**src/rtl/if_pkg.sv**
```systemverilog
// ---------------------------------------------------------------------------
// if_pkg
// Shared definitions for the RV32IM instruction-fetch stage:
//   - if_state_t   : fetch FSM state encoding (RST_WAIT=0, FETCH=1, KILL=2)
//   - IF_NOP_INSTR : canonical bubble instruction, addi x0,x0,0
//   - IF_RESET_PC  : default program counter after reset
//   - if_id_t      : IF/ID pipeline register payload (97 bits)
//   - word_align() : clears the two low address bits of a fetch target
// ---------------------------------------------------------------------------
package if_pkg;

    typedef enum logic [1:0] {
        RST_WAIT = 2'd0,
        FETCH    = 2'd1,
        KILL     = 2'd2
    } if_state_t;

    localparam logic [31:0] IF_NOP_INSTR = 32'h0000_0013;
    localparam logic [31:0] IF_RESET_PC  = 32'h0000_0000;

    typedef struct packed {
        logic [31:0] pc;
        logic [31:0] pc_plus4;
        logic [31:0] instr;
        logic        valid;
    } if_id_t;

    // Instructions are word aligned; the low two bits of any target are
    // dropped rather than trapped.
    function automatic logic [31:0] word_align(input logic [31:0] addr);
        return {addr[31:2], 2'b00};
    endfunction

endpackage : if_pkg

```
**src/rtl/if_id_register.sv**
```systemverilog
// ---------------------------------------------------------------------------
// if_id_register
// IF/ID pipeline register (97 bits). Flush has priority over load; with
// neither asserted the register holds.
// Ports:
//   clk, rst_n        : clock, asynchronous active-low reset
//   i_load            : capture a fetched instruction
//   i_flush           : replace the held instruction with a NOP bubble
//   i_pc, i_pc_plus4  : PC of the fetched instruction and PC+4
//   i_instr           : fetched instruction word
//   o_pc, o_pc_plus4, o_instr, o_valid : registered IF/ID contents
// ---------------------------------------------------------------------------
module if_id_register
    import if_pkg::*;
#(
    parameter logic [31:0] NOP_INSTR = IF_NOP_INSTR
) (
    input  logic        clk,
    input  logic        rst_n,
    input  logic        i_load,
    input  logic        i_flush,
    input  logic [31:0] i_pc,
    input  logic [31:0] i_pc_plus4,
    input  logic [31:0] i_instr,
    output logic [31:0] o_pc,
    output logic [31:0] o_pc_plus4,
    output logic [31:0] o_instr,
    output logic        o_valid
);

    if_id_t r_if_id;

    // NOTE: sequential state is written with non-blocking assignments only so
    // every flop samples pre-edge values regardless of process ordering.
    always_ff @(posedge clk or negedge rst_n) begin
        if (!rst_n) begin
            r_if_id <= '{pc: 32'h0, pc_plus4: 32'h0, instr: NOP_INSTR, valid: 1'b0};
        end else if (i_flush) begin
            // The PC fields are left as they were; with valid low they are
            // don't-care for decode.
            r_if_id.instr <= NOP_INSTR;
            r_if_id.valid <= 1'b0;
        end else if (i_load) begin
            r_if_id <= '{pc: i_pc, pc_plus4: i_pc_plus4, instr: i_instr, valid: 1'b1};
        end
    end

    assign o_pc       = r_if_id.pc;
    assign o_pc_plus4 = r_if_id.pc_plus4;
    assign o_instr    = r_if_id.instr;
    assign o_valid    = r_if_id.valid;

endmodule : if_id_register

```
**src/rtl/instruction_fetch_unit.sv**
```systemverilog
// ---------------------------------------------------------------------------
// instruction_fetch_unit
// IF stage of the RV32IM pipeline: program counter, instruction-cache fetch
// with busywait handshake, redirect handling and the IF/ID register.
// Ports:
//   CLK, RESET        : clock, asynchronous active-low reset
//   NEXT_PC           : next-PC mux output (PC_PLUS4 or branch target)
//   BRANCH_TAKEN      : redirect/flush request from EX
//   STALL             : hazard-unit stall, holds PC and IF/ID
//   IMEM_INSTR        : instruction-cache read data
//   IMEM_BUSYWAIT     : instruction-cache miss in progress
//   IMEM_ADDR         : fetch address (always the PC)
//   IMEM_READ         : fetch request
//   PC_PLUS4          : combinational PC+4, to next-PC mux IN0
//   IF_PC, IF_PC_PLUS4, IF_INSTR, IF_VALID : IF/ID register outputs
//   FETCH_STALL       : cache busy, freeze downstream stages
// ---------------------------------------------------------------------------
module instruction_fetch_unit
    import if_pkg::*;
#(
    parameter logic [31:0] RESET_PC  = IF_RESET_PC,
    parameter logic [31:0] NOP_INSTR = IF_NOP_INSTR
) (
    input  logic        CLK,
    input  logic        RESET,
    input  logic [31:0] NEXT_PC,
    input  logic        BRANCH_TAKEN,
    input  logic        STALL,
    input  logic [31:0] IMEM_INSTR,
    input  logic        IMEM_BUSYWAIT,
    output logic [31:0] IMEM_ADDR,
    output logic        IMEM_READ,
    output logic [31:0] PC_PLUS4,
    output logic [31:0] IF_PC,
    output logic [31:0] IF_PC_PLUS4,
    output logic [31:0] IF_INSTR,
    output logic        IF_VALID,
    output logic        FETCH_STALL
);

    if_state_t   r_state;
    if_state_t   w_state_next;
    logic [31:0] r_pc;
    logic [31:0] w_pc_next;
    logic [31:0] r_redirect_pc;
    logic [31:0] w_redirect_next;
    logic        w_load;
    logic        w_flush;
    logic [31:0] w_target;

    assign w_target = word_align(NEXT_PC);

    // -----------------------------------------------------------------------
    // State, PC and pending-redirect registers
    // -----------------------------------------------------------------------
    always_ff @(posedge CLK or negedge RESET) begin
        if (!RESET) begin
            r_state       <= RST_WAIT;
            r_pc          <= RESET_PC;
            r_redirect_pc <= 32'h0;
        end else begin
            r_state       <= w_state_next;
            r_pc          <= w_pc_next;
            r_redirect_pc <= w_redirect_next;
        end
    end

    // -----------------------------------------------------------------------
    // Next-state / control
    // -----------------------------------------------------------------------
    // NOTE: every signal driven here gets a default before the case, so no
    // path leaves one unassigned and no latch is inferred.
    always_comb begin
        w_state_next    = r_state;
        w_pc_next       = r_pc;
        w_redirect_next = r_redirect_pc;
        w_load          = 1'b0;
        w_flush         = 1'b0;

        unique case (r_state)
            RST_WAIT: begin
                w_state_next = FETCH;
            end

            FETCH: begin
                if (BRANCH_TAKEN && !IMEM_BUSYWAIT) begin
                    // Redirect on a hit: the fetched word is on the wrong
                    // path, so IF/ID takes a bubble. Flush beats STALL.
                    w_pc_next = w_target;
                    w_flush   = 1'b1;
                end else if (BRANCH_TAKEN) begin
                    // The cache cannot abort a miss: park the target and keep
                    // the address stable until the miss completes.
                    w_redirect_next = w_target;
                    w_flush         = 1'b1;
                    w_state_next    = KILL;
                end else if (!IMEM_BUSYWAIT && !STALL) begin
                    w_load    = 1'b1;
                    w_pc_next = w_target;
                end
            end

            KILL: begin
                // EX is bubbled here, so BRANCH_TAKEN cannot legitimately
                // fire and is ignored. The late cache data is dropped.
                if (!IMEM_BUSYWAIT) begin
                    w_pc_next    = r_redirect_pc;
                    w_state_next = FETCH;
                end
            end

            default: begin
                w_state_next = RST_WAIT;
            end
        endcase
    end

    // -----------------------------------------------------------------------
    // Combinational outputs
    // -----------------------------------------------------------------------
    assign IMEM_ADDR   = r_pc;
    assign IMEM_READ   = (r_state != RST_WAIT);
    assign PC_PLUS4    = r_pc + 32'd4;  // wraps modulo 2^32
    assign FETCH_STALL = IMEM_READ & IMEM_BUSYWAIT;

    // -----------------------------------------------------------------------
    // IF/ID pipeline register
    // -----------------------------------------------------------------------
    if_id_register #(
        .NOP_INSTR (NOP_INSTR)
    ) u_if_id (
        .clk        (CLK),
        .rst_n      (RESET),
        .i_load     (w_load),
        .i_flush    (w_flush),
        .i_pc       (r_pc),
        .i_pc_plus4 (PC_PLUS4),
        .i_instr    (IMEM_INSTR),
        .o_pc       (IF_PC),
        .o_pc_plus4 (IF_PC_PLUS4),
        .o_instr    (IF_INSTR),
        .o_valid    (IF_VALID)
    );

endmodule : instruction_fetch_unit
```
**config.mk**
```make
export PLATFORM = sky130hd
export DESIGN_NAME = instruction_fetch_unit
export DESIGN_NICKNAME = d
export VERILOG_FILES = /design/src/rtl/if_pkg.sv /design/src/rtl/if_id_register.sv /design/src/rtl/instruction_fetch_unit.sv
export SDC_FILE = /design/constraint.sdc
export NUM_CORES = 1
export LEC_CHECK = 0
export ABC_AREA = 1
export CAP_MARGIN = 20
export CORE_ASPECT_RATIO = 0.75
export CORE_UTILIZATION = 45
export CTS_CLUSTER_DIAMETER = 40
export DETAILED_ROUTE_END_ITERATION = 8
export PLACE_DENSITY = 0.8
export RECOVER_POWER = 25
export SYNTH_ARGS = -nofsm -noshare
export SYNTH_HDL_FRONTEND = slang
export SYNTH_SLANG_ARGS = --single-unit
```
**constraint.sdc**
```tcl
create_clock -name CLK -period 4.8 [get_ports CLK]
set_input_delay 0.96 -clock CLK [delete_from_list [all_inputs] [get_ports CLK]]
set_output_delay 0.96 -clock CLK [all_outputs]
set_load 0.05 [all_outputs]
```
## Word-level counts from Yosys, hierarchy flattened

Cells that the tools add are included.

- Reduce and logical (&&, ||, !) cells: 12
- Add/subtract/negate cells: 1
- Mux-type cells: 18
- Eq/ne operators: 7
- Bitwise logic cells: 3

Operators by type and width:

| cell | count |
|---|---|
| two-way mux 32 bit | 4 |
| two-way mux 33 bit | 2 |
| case mux 32 bit (2 select lines) | 1 |
| adder 32 x 3 -> 32 bit, second input constant | 1 |
| two-way mux 1 bit | 7 |
| two-way mux 2 bit | 3 |
| != test 2 bit, second input constant | 3 |
| != test 3 bit, second input constant | 2 |
| case mux 2 bit (3 select lines) | 1 |
| AND reduction 3 bit | 2 |
| nonzero test 2 bit | 3 |
| AND reduction 4 bit | 1 |
| == test 2 x 1 -> 1 bit, second input constant | 1 |
| == test 2 bit, second input constant | 1 |
| logical AND 1 bit | 2 |
| zero test 1 bit | 2 |
| zero test 2 bit | 1 |
| NOT 1 bit | 2 |
| AND reduction 2 bit | 1 |
| bitwise AND 1 bit | 1 |

- Flip-flop bits (word level): 161
- Word-level logic and storage cells: 48
- Input bits: 69

## Longest topological paths before layout

- Depth in word-level cells: 8
- Depth in mapped cells: 10
- Depth with buffers taken out: 10

## By module

A second synthesis with hierarchy kept.

- Cell total of the unflattened synthesis: 942
- Area, all modules: 7,462.2 um2

Modules (own cells, without submodules):

| module | area an instance (um2) | instances | cells each |
|---|---|---|---|
| if_id_register | 3,807.4 | 1 | 421 |
| instruction_fetch_unit | 3,654.8 | 1 | 521 |

## Least setup slack after synthesis

Ideal clock, no wire load.

- Path type: reg-to-output
- From: register r_pc[2] (netlist: IMEM_ADDR[2])
- To: output PC_PLUS4[17]
- Required time: 3,840 ps
- Stages on the path, launching flop included: 6
- Data arrival time: 2,443 ps
- Setup slack: 1,397 ps
- Buffers on the path: 0
- Path through: dfrtp_1 inv_1 nor2_2 nand2_1 nor2_2 xor2_1

- Cells in the longest elaborated chain, start to end: 1

RTL lines:

| element | RTL line | RTL |
|---|---|---|
| start: declaration | instruction_fetch_unit.sv:43 | `logic [31:0] r_pc;` |
| start signal: assignment | instruction_fetch_unit.sv:63 | `r_pc <= w_pc_next;` |
| adder 32 x 3 -> 32 bit | instruction_fetch_unit.sv:123 | `assign PC_PLUS4 = r_pc + 32'd4;` |
| end: declaration | instruction_fetch_unit.sv:33 | `output logic [31:0] PC_PLUS4,` |

Every way passes these cells.

## Worst setup path after layout

- From: register r_pc[3] (netlist: IMEM_ADDR[3])
- To: output PC_PLUS4[14]

The elaborated chain is that of the path after synthesis.

==> flow_summary_export.csv <==
group,metric,value,unit
synthesis,ys_top_cells_by_area,"dfrtp_1 (55%), nand2_1 (21%), o21ai_0 (4.8%)",
critical_path,r2r-end,"IMEM_ADDR[17]",
drt,num_vias,6311,
grt,grt-ovfl-total,0,
clock_tree,clock-sinks,155,
pwr,intPower,0.00370,W
drt,via_per_inst,4.95,
placed_design,portBuffers,221,
clock_tree,cts_setup_buffers,0,
synthesis,yosys_warnings,0,
timing,fin_ws,0.758,ns
synthesis,yosysTopAreaCellShare,0.546,
synthesis,ys_seq_area_frac,0.557,
synthesis,syn_inst,853,
timing,max-slew-margin-rel,-0.433,
critical_path,worstPathRequired,3.84,ns
clock_tree,cts_tree,"done",
grt,antenna_found_initial,0,
placed_design,gp_congestion,0.896,
drt,detail-route-antenna-nets,0,
floorplan,io_pins,232,
cells_and_area,diodes,0,
floorplan,rows,38,
timing,tightest_slew,2.15,ns
clock_tree,cts_resized,0,
clock_tree,clkLatencyLatePin,0.42,ns
pwr,switching_share,0.485,
timing,setup_viol,0,
pwr,leakagePower,4.94,nW
critical_path,critPathSlowestCell,"clkdlybuf4s50_1",
timing,clock_skew,0.0105,ns
synthesis,synth_area,6970,um^2
cells_and_area,nFillCells,1242,
timing,fmax,0.247,GHz
pwr,ir_drop,0.345,mV
timing,finalCritPeriodShare,0.842,
timing,setup_tns,0,ns
cells_and_area,final_cell_mix,"nand2_1 (398), clkdlybuf4s50_1 (219), dfrtp_1 (152)",
placed_design,dp_slack,1.21,ns
critical_path,crit_path_end,"PC_PLUS4[14]",
synthesis,synth.distinct_cells,20,
critical_path,cp_max_fo,5,
clock_tree,htree_levels,4,
clock_tree,ctsRootBufferMaster,"clkbuf_16",
cells_and_area,final-seq-area,3880,um^2
grt,grt_max_degree,87,
drt,dr.pass1.iters,4,
cells_and_area,final_common_cell,"nand2_1",
placed_design,dp_hpwl,14700,um
timing,finalMaxSlewViolations,163,
timing,min_period,4.04,ns
clock_tree,path_clk_slew,0.06,ns
grt,grt_pass1_wl,31700,um
timing,finalHoldViolCount,0,
cells_and_area,final_nets,1132,
synthesis,syn_avg_cell_area,8.17,um^2
critical_path,reg2reg_from,"r_state[0]",
drt,drt_iter0_drc,492,
grt,grt_usage,0.260,
critical_path,cp-start-kind,"flip-flop",
floorplan,start_util,0.471,
critical_path,max_stage_delay,0.90,ns
floorplan,die_height,110,um
pwr,clkPwrFrac,0.193,
cells_and_area,syn_to_final_growth,42.2,%
cells_and_area,final_layout_size_suffix_gt1_frac,0.0465,
pwr,power.density,725,nW/um^2
pwr,p_seq_frac,0.302,
drt,finalWirelength,20300,um
drt,post_drt_wl_per_cell,16.0,um
job,maxCapViolCount,3,
floorplan,core_area,14800,um^2
critical_path,crit_path_start,"IMEM_ADDR[3]",
floorplan,die_area,16000,um^2
critical_path,crit_chain,"ha_1 -> nand2_1 -> nor2_1 -> nand2_1 -> nor2_1 -> xor2_1 -> clkdlybuf4s50_1",
grt,grt_pass1_vias,5890,
synthesis,synth_seq_cells,155,
pwr,switchingPower,0.00349,W
critical_path,cp-end-kind,"output pin",
clock_tree,ctsHoldBuffers,0,
drt,drc_errors,0,
clock_tree,cts_buffers,17,
critical_path,arrival,3.08,ns
critical_path,path_class,"reg2out",
synthesis,yosysTopAreaCell,"dfrtp_1",
status,status,"finished with violations",
clock_tree,clock_path_buffers,2,
critical_path,rrSetupSlack,2.10,ns
min_path,hold_path_class,"reg2reg",
timing,rsz0062_at_grt,"no",
cells_and_area,multi_input_area,2740,um^2
critical_path,reg2reg_depth,7,
pwr,p_comb_frac,0.506,
floorplan,die_w,146,um
status,violations,"capacitance limit, slew limit",
## critical path: cells and delay by family, from the launching register on
family,cells,cell delay [ns]
AND/OR/NAND/NOR,4,0.60
XOR/XNOR,1,0.41
buffers and inverters,1,0.90
flip-flops,1,0.49
adder cells (fa/ha/maj),1,0.28
## flip-flops by register name, indices dropped and copies added (netlist names)
| name | count |
|---|---|
| IMEM_ADDR | 30 |
| u_if_id.o_valid | 1 |
| u_if_id.o_instr | 32 |
| u_if_id.o_pc | 30 |
| r_state | 2 |
| u_if_id.o_pc_plus4 | 30 |
| r_redirect_pc | 30 |
## cell type report
cell class | instances | area share
timing repair buffer | 228 | 0.229
inverter | 43 | 0.0164
sequential | 155 | 0.392
multi-input combinational | 617 | 0.276
clock inverter | 12 | 0.0167
clock buffer | 20 | 0.0450
tap | 200 | 0.0252
## cell usage after synthesis
cell / n
mux2i_1: 23
buf_4: 8
xor2_1: 15
ha_1: 1
nor2_1: 37
and2_1: 7
buf_1: 2
nand3_1: 50
buf_2: 12
o21ai_0: 67
dfrtp_1: 152
conb_1: 1
nand2_1: 398
nor3_4: 1
clkbuf_1: 23
a21oi_1: 4
inv_2: 3
inv_1: 40
nor2_2: 6
dfstp_2: 3
## power by group through the flow
| stage | clock [W] | sequential, W | combinational (W) |
|---|---|---|---|
| final | 0.00139 | 0.00217 | 0.00363 |
| after global routing | 0.00146 | 0.00222 | 0.00381 |
| after CTS | 0.00141 | 0.00216 | 0.00365 |
| after detailed placement | 0 | 0.00218 | 0.00364 |
| after global placement | 0 | 0.00215 | 0.00361 |
| after floorplan | 0 | 0.00337 | 0.00105 |
## how the worst min path moves through the flow
stage	from	endpoint	slack [ns]	cells after the start
after global routing	r_redirect_pc[18]	r_redirect_pc[18]	0.49	2
after floorplan	r_redirect_pc[10]	r_redirect_pc[10]	0.44	2
after CTS	u_if_id.o_instr[4]	u_if_id.o_instr[4]	0.47	2
after global placement	r_redirect_pc[7]	r_redirect_pc[7]	0.45	2
after detailed placement	r_redirect_pc[22]	r_redirect_pc[22]	0.46	2
final	u_if_id.o_instr[4]	u_if_id.o_instr[4]	0.47	2
## routing by layer
layer	share of wire	global-route usage
met1	0.45	0.355
met2	0.46	0.410
met3	0.075	0.0589
met4	0.018	0.0880
met5	0	0
## cells by family (layout without fill, tap and decap cells)
family                   after synthesis  in the layout  synth area share
XOR/XNOR                              15             15            0.0188
other                                  1              8          0.000538
AND/OR/NAND/NOR                      499            499             0.284
adder cells (fa/ha/maj)                1              1           0.00179
flip-flops                           155            155             0.557
buffers and inverters                 88            303            0.0538
AO/OA/AOI/OAI                         71             71            0.0510
multiplexers                          23             23            0.0330
## through the flow
stage / hold WS, ns / instances / total power [W] / area (um^2) / util
6_report: 0.468 / 1275 / 0.00719 / 9920 / 0.671
5_1_grt: 0.490 / 1275 / 0.00749 / 9920 / 0.671
4_1_cts: 0.471 / 1275 / 0.00722 / 9930 / 0.671
3_5_place_dp: 0.457 / 1243 / 0.00582 / 9320 / 0.630
3_3_place_gp: 0.452 / 1243 / 0.00576 / 9320 / 0.630
2_1_floorplan: 0.441 / 860 / 0.00442 / 7000 / -
(Power assumes the default switching activity.)
